**src/rtl/pipe_hazard_ctrl.sv**
```systemverilog
// Hazard and flush controller beside ID: tracks in-flight load destinations, the MDU busy window
// and multi-cycle front-end flushes, and drives the pause/wash controls of the pipeline registers.
module pipe_hazard_ctrl #(
   parameter int unsigned SB_DEPTH  = 4,
   parameter int unsigned LOAD_LAT  = 1,
   parameter int unsigned MUL_LAT   = 4,
   parameter int unsigned DIV_LAT   = 32,
   parameter int unsigned FLUSH_CYC = 1
) (
   input  logic       clk,
   input  logic       rst,
   input  logic       pause_i,
   input  logic       id_valid_i,
   input  logic [4:0] id_rs_i,
   input  logic [4:0] id_rt_i,
   input  logic       id_rs_en_i,
   input  logic       id_rt_en_i,
   input  logic       id_load_i,
   input  logic [4:0] id_rd_i,
   input  logic       id_hilo_rd_i,
   input  logic       id_mdu_i,
   input  logic       id_mdu_div_i,
   input  logic       id_trap_i,
   input  logic       id_redirect_i,
   input  logic       cp0_interrupt_i,
   input  logic       cp0_exc_i,
   input  logic       cp0_exc_byinstr_i,
   output logic       pa_pc_ifid_o,
   output logic       pa_idexmemwr_o,
   output logic       wash_ifid_o,
   output logic       wash_idex_o,
   output logic       wash_exmem_o,
   output logic       wash_memwr_o,
   output logic       mdu_busy_o
);

   localparam int unsigned LdW    = $clog2(LOAD_LAT + 1);
   localparam int unsigned MduMax = (DIV_LAT > MUL_LAT) ? DIV_LAT : MUL_LAT;
   localparam int unsigned MdW    = $clog2(MduMax + 1);
   localparam int unsigned FlW    = (FLUSH_CYC > 1) ? $clog2(FLUSH_CYC) : 1;

   localparam logic StRun   = 1'b0;
   localparam logic StFlush = 1'b1;

   logic [SB_DEPTH-1:0] sb_vld_q, sb_vld_d;
   logic [4:0]          sb_reg_q [SB_DEPTH];
   logic [4:0]          sb_reg_d [SB_DEPTH];
   logic [LdW-1:0]      sb_cnt_q [SB_DEPTH];
   logic [LdW-1:0]      sb_cnt_d [SB_DEPTH];
   logic [MdW-1:0]      mdu_cnt_q, mdu_cnt_d;
   logic                state_q, state_d;
   logic [FlW-1:0]      flush_rem_q, flush_rem_d;

   logic [SB_DEPTH-1:0] sb_freeing;
   logic                sb_hit, sb_full, mdu_haz, dexc, stall, issue, flush_trig;

   assign dexc = cp0_exc_i & ~cp0_exc_byinstr_i;

   always_comb begin
      sb_hit     = 1'b0;
      sb_freeing = '0;
      for (int i = 0; i < SB_DEPTH; i++) begin
         sb_freeing[i] = sb_vld_q[i] & (sb_cnt_q[i] == LdW'(1));
         if (sb_vld_q[i] && (sb_cnt_q[i] != '0) && (sb_reg_q[i] != 5'd0) &&
             ((id_rs_en_i && (sb_reg_q[i] == id_rs_i)) ||
              (id_rt_en_i && (sb_reg_q[i] == id_rt_i)))) begin
            sb_hit = 1'b1;
         end
      end
   end

   assign sb_full    = id_load_i & (&sb_vld_q) & ~(|sb_freeing);
   assign mdu_busy_o = (mdu_cnt_q != '0);
   assign mdu_haz    = mdu_busy_o & (id_hilo_rd_i | id_mdu_i);
   assign stall      = id_valid_i & (sb_hit | sb_full | mdu_haz) & ~dexc;
   assign issue      = id_valid_i & ~pause_i & ~stall & ~dexc;
   // A data exception also raises cp0_exc_i, so it restarts the flush window too.
   assign flush_trig = ~stall & (id_trap_i | cp0_exc_i | cp0_interrupt_i);

   always_comb begin
      pa_pc_ifid_o   = 1'b1;
      pa_idexmemwr_o = 1'b1;
      wash_ifid_o    = 1'b0;
      wash_idex_o    = 1'b0;
      wash_exmem_o   = 1'b0;
      wash_memwr_o   = 1'b0;
      if (!pause_i) begin
         pa_pc_ifid_o   = stall;
         pa_idexmemwr_o = 1'b0;
         wash_ifid_o    = flush_trig | (~stall & (id_redirect_i | (state_q == StFlush)));
         wash_idex_o    = dexc | stall;
         wash_exmem_o   = dexc;
         wash_memwr_o   = dexc;
      end
   end

   always_comb begin
      logic alloc_done;
      alloc_done = 1'b0;
      sb_vld_d   = sb_vld_q;
      sb_reg_d   = sb_reg_q;
      sb_cnt_d   = sb_cnt_q;
      if (!pause_i) begin
         for (int i = 0; i < SB_DEPTH; i++) begin
            if (sb_vld_q[i]) begin
               sb_cnt_d[i] = sb_cnt_q[i] - LdW'(1);
               if (sb_cnt_q[i] <= LdW'(1)) sb_vld_d[i] = 1'b0;
            end
         end
         if (dexc) begin
            sb_vld_d = '0;
            for (int i = 0; i < SB_DEPTH; i++) sb_cnt_d[i] = '0;
         end else if (issue && id_load_i && (id_rd_i != 5'd0)) begin
            // An entry retiring this cycle is free for reuse.
            for (int i = 0; i < SB_DEPTH; i++) begin
               if (!alloc_done && (!sb_vld_q[i] || sb_freeing[i])) begin
                  alloc_done  = 1'b1;
                  sb_vld_d[i] = 1'b1;
                  sb_reg_d[i] = id_rd_i;
                  sb_cnt_d[i] = LdW'(LOAD_LAT);
               end
            end
         end
      end
   end

   always_comb begin
      mdu_cnt_d   = mdu_cnt_q;
      state_d     = state_q;
      flush_rem_d = flush_rem_q;
      if (!pause_i) begin
         if (dexc) begin
            mdu_cnt_d = '0;
         end else if (issue && id_mdu_i) begin
            mdu_cnt_d = id_mdu_div_i ? MdW'(DIV_LAT) : MdW'(MUL_LAT);
         end else if (mdu_cnt_q != '0) begin
            mdu_cnt_d = mdu_cnt_q - MdW'(1);
         end

         if (flush_trig) begin
            if (FLUSH_CYC > 1) begin
               state_d     = StFlush;
               flush_rem_d = FlW'(FLUSH_CYC - 1);
            end else begin
               state_d     = StRun;
               flush_rem_d = '0;
            end
         end else if (state_q == StFlush) begin
            if (flush_rem_q <= FlW'(1)) begin
               state_d     = StRun;
               flush_rem_d = '0;
            end else begin
               flush_rem_d = flush_rem_q - FlW'(1);
            end
         end
      end
   end

   always_ff @(posedge clk) begin
      if (rst) begin
         sb_vld_q    <= '0;
         mdu_cnt_q   <= '0;
         state_q     <= StRun;
         flush_rem_q <= '0;
         for (int i = 0; i < SB_DEPTH; i++) begin
            sb_reg_q[i] <= '0;
            sb_cnt_q[i] <= '0;
         end
      end else begin
         sb_vld_q    <= sb_vld_d;
         mdu_cnt_q   <= mdu_cnt_d;
         state_q     <= state_d;
         flush_rem_q <= flush_rem_d;
         for (int i = 0; i < SB_DEPTH; i++) begin
            sb_reg_q[i] <= sb_reg_d[i];
            sb_cnt_q[i] <= sb_cnt_d[i];
         end
      end
   end

endmodule

```
**config.mk**
```make
export PLATFORM = sky130hd
export DESIGN_NAME = pipe_hazard_ctrl
export DESIGN_NICKNAME = d
export VERILOG_FILES = /design/src/rtl/pipe_hazard_ctrl.sv
export SDC_FILE = /design/constraint.sdc
export NUM_CORES = 1
export LEC_CHECK = 0
export ABC_CLOCK_PERIOD_IN_PS = 3100
export CAP_MARGIN = 0
export CORE_MARGIN = 2
export CORE_UTILIZATION = 49
export DETAILED_ROUTE_END_ITERATION = 6
export HOLD_SLACK_MARGIN = 0.08
export PLACE_DENSITY = 0.75
export RECOVER_POWER = 25
export SLEW_MARGIN = 5
export SYNTH_ARGS = -nofsm -noshare
export SYNTH_HDL_FRONTEND = slang
export SYNTH_SLANG_ARGS = --single-unit
```
**constraint.sdc**
```tcl
create_clock -name clk -period 3.1 [get_ports clk]
set_input_delay 0.775 -clock clk [delete_from_list [all_inputs] [get_ports clk]]
set_output_delay 0.775 -clock clk [all_outputs]
set_load 0.01 [all_outputs]
```
==> out/qor.csv, run 1 <==
metric;value;unit
initial antenna violation count;0;
Vias;2256;
CTS Buf Count;5;
Critical Path RT;2.32;ns
H-tree Lvls;2;
Fin Clk Skew;0.01192;ns
Rel. slew slack;0.5638;
outcome;completed;
critical-path cell list;clkdlybuf4s15_1 -> xor2_1 -> nor4_2 -> and3_1 -> o221ai_2 -> nand3_2 -> o21ai_4 -> o21a_1 -> buf_2;
share of layout cells above drive strength 1;0.2113;
starting density of the core;0.5089;
Cells after Synth;282;
LEAKAGE;1.342;nW
Crit path max-delay family;simple AND/OR/NAND/NOR gates;
gpl congestion;0.9718;
worst reg2reg startpoint;sb_reg_q[16]$_SDFFE_PP0P_;
syn_area_per_cell;8.523;sq um
Fin. Hold Viols;0;
hold_sp;mdu_cnt_q[0]$_SDFFE_PP0P_;
die width;74.04;um
Post-synth EDFFs;0;
Util after Layout;0.6509;
Clock Latency Late Sink;0.30;ns
Hold Crit Class;reg -> reg;
die area;5481;sq um
routed vias/inst;5.598;
Crit Path Class;in -> out;
Hold Path Sink;mdu_cnt_q[0]$_SDFFE_PP0P_;
worst reg2reg path depth;7;
Unique masters post-synth;45;
Tot GR Track Use;0.2551;
CTS clk-pin slew, worst paths;0.07;ns
yosys warns;0;
hold buffers post-CTS;0;
Root Buffer;clkbuf_8;
peak supply drop;454.2;uV
maxcap violations;0;
post-DR wirelength/cell;16.41;um
post-synth top area cell;dfxtp_1;
Syn-to-layout area delta;27.90;%
number of global-route vias before repair;2096;
top cells by area, synth;dfxtp_1 (28%), xor2_1 (12%), ha_1 (4.7%), nand2b_1 (4.7%), a21oi_1 (4.6%);
DR pass1 iterations;4;
crit-path max cell delay;0.31;ns
CP Max Fanout;3;
number of fill cells;427;
Overflow after GRT;0;
cell count after placement;398;
top cell type's share of synthesized area;0.2832;
Synth Flop Type;dfxtp_1;
Final nets;374;
Setup crit start kind;input pin;
fin cells;403;
period utilisation layout;0.9835;
TNS Setup;0;ns
Clock Path Buffers;2;
final setup fails;0;
Crit-path slowest cell;nor4_2;
Crit. End Element;output port;
r2r setup slk;0.38;ns
data arrival time of the worst path;2.27;ns
Die H;74.04;um
CTS tree;yes;
Final Max Slew Viols;0;
asr flop ratio synth;0;
ANT cells;0;
syn_nets;321;
slew at the pin with the worst max-slew slack;0.6526;ns
PnR worst setup slack;0.05100;ns
r2r endpoint;sb_reg_q[19]$_SDFFE_PP0P_;
post-route ant nets;0;
most frequent cells in the layout;dfxtp_1 (34), xor2_1 (31), buf_4 (23), a21oi_1 (21), clkdlybuf4s50_1 (21);
Final Power;1.497;mW
Pwr Density;486.9;nW/um^2
sequential cell area fraction in the yosys report;0.2832;
Post-Syn Area;2404;sq um
first-pass GRT wire length;10.30;mm
largest net degree at the start of global routing;23;
Yosys reg bits;34;
Peak Freq;328.0;MHz
num ports;37;
Buf/Inv on CP;2;
Hold Path Depth;2;
Place WS;-0.9359;ns
port bufs;36;
DRT iter0 DRCs;89;
commonest non-fill, non-tap cell in the layout;dfxtp_1;
residual DRC count;0;
core area;4723;sq um
Total Wirelength;6.613;mm
fin crit period;3.049;ns
Rows;25;
DP HPWL;5.109;mm
Setup crit start;id_rt_i[0];
CTS sink count;34;
layout make-up:
class | instances | area, sq um | area share
Sequential cell | 34 | 680.7 | 0.2214
Clock buffer | 6 | 82.58 | 0.02686
Multi-Input combinational cell | 218 | 1659 | 0.5397
Tap cell | 67 | 83.83 | 0.02727
Clock inverter | 2 | 12.51 | 0.004070
Timing Repair Buffer | 63 | 506.7 | 0.1648
Inverter | 13 | 48.80 | 0.01587
worst max-delay path by stage:
stage	end	slack, ns	depth (start not counted)
2_1_floorplan	wash_idex_o	0.02	9
3_3_place_gp	wash_ifid_o	-0.92	10
3_5_place_dp	wash_ifid_o	-0.94	9
4_1_cts	wash_ifid_o	0.03	10
5_1_grt	wash_ifid_o	-0.002	9
6_report	wash_ifid_o	0.05	9
stage by stage:
step           area, sq um  hold slack, ns
6_report              3074          0.4997
5_1_grt               3074          0.5283
4_1_cts               3085          0.5041
3_5_place_dp          2983          0.4920
3_3_place_gp          2983          0.4914
2_1_floorplan         2404          0.4657
power by group:
part,leakage (nW),switching (mW),internal [mW]
combinational,1.02,0.330,0.308
sequential,0.275,0.0359,0.472
clock,0.0472,0.172,0.178
total,1.34,0.538,0.959
synth_stat cells (5+ instances only):
cell type	number
or4_1	5
and3_1	10
mux2i_1	10
inv_1	13
nor4_1	12
a21oi_1	22
dfxtp_1	34
nand3_1	12
o21ba_2	6
nor3_1	15
nand2_1	8
o21ai_0	9
o21a_1	6
nand2b_1	18
ha_1	9
xnor2_1	8
nor2_1	8
clkbuf_1	10
xor2_1	32
flip-flops by register name, indices dropped and copies added, names as in the netlist:
| signal | cells |
|---|---|
| sb_cnt_q | 4 |
| sb_vld_q | 4 |
| mdu_cnt_q | 6 |
| sb_reg_q | 20 |
tightest hold or removal path, cell delays in order (launching register included):
cell and delay, ns:
dfxtp_1 0.33, nand2b_1 0.07, o31ai_1 0.06
per-layer routing:
layer  GRT usage  vias to the layer above  part of all wire
li1            -                     1111                 -
met1      0.2960                     1084              0.42
met2      0.4534                       51              0.51
met3     0.05149                       10             0.043
met4      0.1111                        0             0.020
met5           0                        -                 0
cell families (layout without fill, tap and decap cells):
kind of cell,Yosys count,count (layout),synth area share
buf+inv,30,84,0.05778
simple gates,107,107,0.2769
mux,10,10,0.04165
flops,34,34,0.2832
fa+ha+maj,9,9,0.04685
compound gates,52,52,0.1478
xor+xnor,40,40,0.1458
timing repair:
action                                 in CTS  in global routing
gates resized for setup                    63                 11
setup endpoints to repair                   3                  3
pin swaps                                  16                 11
gates cloned                                0                  0
endpoints found under the hold margin       0                  0
buffers inserted                            1                  0
Power figures use the tool's default switching activity.
==> inputs of run 2 (changes only) <==
Settings changed: PLACE_DENSITY 0.75 to 0.77.
==> run 2 against run 1 <==
Net effect: final cell count is 1.2% higher; clock skew is 0.0013 ns lower; first-iteration DRC count is 29% higher; global-route usage hardly changed; critical path depth is 6 lower; final area is 1.9% higher; die area stayed put; critical endpoint is now wash_memwr_o.
==> out/qor.csv, run 2 (same netlist as run 1, synthesis figures left out) <==
metric;value;unit;change
outcome;completed;;
Overflow after GRT;0;;unchanged
number of fill cells;409;;-4.2%
Rel. slew slack;0.5964;;+0.03260
hold_ws;0.5174;ns;+0.01768 ns
Crit-path slowest cell;dlygate4sd3_1;;
hold buffers post-CTS;0;;unchanged
num ports;37;;unchanged
core area;4723;sq um;unchanged
routed vias/inst;5.625;;+0.48%
DRT iter0 DRCs;115;;+29%
commonest non-fill, non-tap cell in the layout;dfxtp_1;;
Critical Path RT;2.32;ns;about the same
Post-DP Area;3005;sq um;+0.75%
peak supply drop;374.8;uV;-17%
Largest regs;sb_reg_q (20), mdu_cnt_q (6);;
Crit path max-delay family;buffers and inverters;;
CTS tree;yes;;
Setup crit start kind;input pin;;
Crit. End Element;output port;;
final setup fails;0;;unchanged
post-DR wirelength/cell;16.12;um;-1.7%
DR pass1 iterations;4;;unchanged
Post-CTS Setup Inserts;0;;-1
TNS Setup;0;ns;unchanged
critical-path cell list;dlygate4sd3_1 -> nor2_1 -> clkdlybuf4s50_1;;
slew at the pin with the worst max-slew slack;0.6035;ns;-0.04908 ns
Root Buffer;clkbuf_8;;
Peak Freq;327.0;MHz;-0.28%
data arrival time of the worst path;2.28;ns;about the same
residual DRC count;0;;unchanged
final instance area;3133;sq um;+1.9%
Total Wirelength;6.578;mm;-0.53%
first-pass GRT wire length;10.63;mm;+3.2%
H-tree Lvls;2;;unchanged
Clock Path Buffers;2;;unchanged
period utilisation layout;0.9863;;+0.002797
Util after Layout;0.6633;;+0.01245
ANT cells;0;;unchanged
number of global-route vias before repair;2274;;+8.5%
post-route ant nets;0;;unchanged
DP HPWL;5.085;mm;-0.47%
Syn-to-layout area delta;30.35;%;
port bufs;36;;unchanged
max reg flops;20;;unchanged
Hold Crit Class;reg -> reg;;
CTS Buf Count;5;;unchanged
CTS sink count;34;;unchanged
CTS clk-pin slew, worst paths;0.07;ns;about the same
largest net degree at the start of global routing;27;;+17%
Fin Clk Skew;0.01059;ns;-0.001326 ns
LEAKAGE;1.371;nW;+2.1%
most frequent cells in the layout;dfxtp_1 (34), xor2_1 (32), buf_4 (28), a21oi_1 (21), clkdlybuf4s50_1 (21);;
Pwr Density;522.8;nW/um^2;+7.4%
Fin. Hold Viols;0;;unchanged
most flop-heavy register;sb_reg_q;;
CP Max Fanout;8;;+5
Clock Latency Late Sink;0.29;ns;about the same
share of layout cells above drive strength 1;0.2141;;+0.002767
gpl congestion;0.9600;;-1.2%
Final Max Slew Viols;0;;unchanged
Buf/Inv on CP;2;;unchanged
Tot GR Track Use;0.2549;;about the same
crit-path max cell delay;0.66;ns;+0.35 ns
fin crit period;3.058;ns;+0.008670 ns
initial antenna violation count;0;;unchanged
die area;5481;sq um;unchanged
Die H;74.04;um;unchanged
maxcap violations;0;;unchanged
Final nets;379;;+1.3%
Vias;2295;;+1.7%
starting density of the core;0.5089;;unchanged
Crit Path Class;in -> out;;
Rows;25;;unchanged
die width;74.04;um;unchanged
run 2: changes by cell type in the layout (fill, tap and decap cells not counted), moves of 2 or more:
cell | before | now
buf_4 | 23 | 28
bufinv_16 | 0 | 2
clkdlybuf4s15_2 | 0 | 2
dlymetal6s2s_1 | 2 | 0
run 2: worst min-delay path: cells and delay by family (launching register included):
kind / cells / cell delay, ns
flops: 1 / 0.33
simple gates: 1 / 0.07
compound gates: 1 / 0.06
run 2: through the flow:
step           setup slack, ns  power [mW]  instances
6_report               0.04233       1.638        408
5_1_grt               -0.04987       1.727        408
4_1_cts               0.006515       1.644        409
3_5_place_dp           -0.9566       1.142        401
3_3_place_gp           -0.9321       1.136        401
2_1_floorplan          0.01683      0.8718        282
run 2: what timing repair did:
action                                  in CTS  in global routing
resized for setup                           61                  7
pin swaps                                   17                  7
cloned                                       0                  0
endpoints found under the setup margin       3                  3
run 2: cell type report:
class	instances	area, sq um	area share
clock buffers	5	68.82	0.02196
clock inverters	3	68.82	0.02196
inverters	13	48.80	0.01558
multi-input cells	218	1638	0.5228
flip-flops and latches	34	680.7	0.2173
well taps	67	83.83	0.02676
repair buffers	68	544.3	0.1737
run 2: path summary, 6_finish.rpt:
kind	startpoint	endpoint	slack [ns]	depth (start not counted)
setup / recovery	pause_i	wash_memwr_o	0.04	3
hold / removal	mdu_cnt_q[0]$_SDFFE_PP0P_	mdu_cnt_q[0]$_SDFFE_PP0P_	0.52	2
setup reg to reg	sb_reg_q[12]$_SDFFE_PP0P_	sb_reg_q[17]$_SDFFE_PP0P_	0.64	7
hold reg to reg	mdu_cnt_q[0]$_SDFFE_PP0P_	mdu_cnt_q[0]$_SDFFE_PP0P_	0.52	2
run 2: report_power, final:
| group | switching [mW] | leakage [nW] | total [mW] | internal (mW) |
|---|---|---|---|---|
| registers | 0.0378 | 0.275 | 0.510 | 0.472 |
| logic | 0.326 | 1.03 | 0.635 | 0.309 |
| clock network | 0.171 | 0.0683 | 0.494 | 0.322 |
run 2: routing by layer:
| metal | vias to the layer above | GRT usage | part of all wire |
|---|---|---|---|
| met5 | - | 0 | 0 |
| met4 | 0 | 0.1212 | 0.033 |
| met3 | 20 | 0.04878 | 0.044 |
| met2 | 73 | 0.4573 | 0.51 |
| met1 | 1079 | 0.2895 | 0.41 |
| li1 | 1123 | - | - |
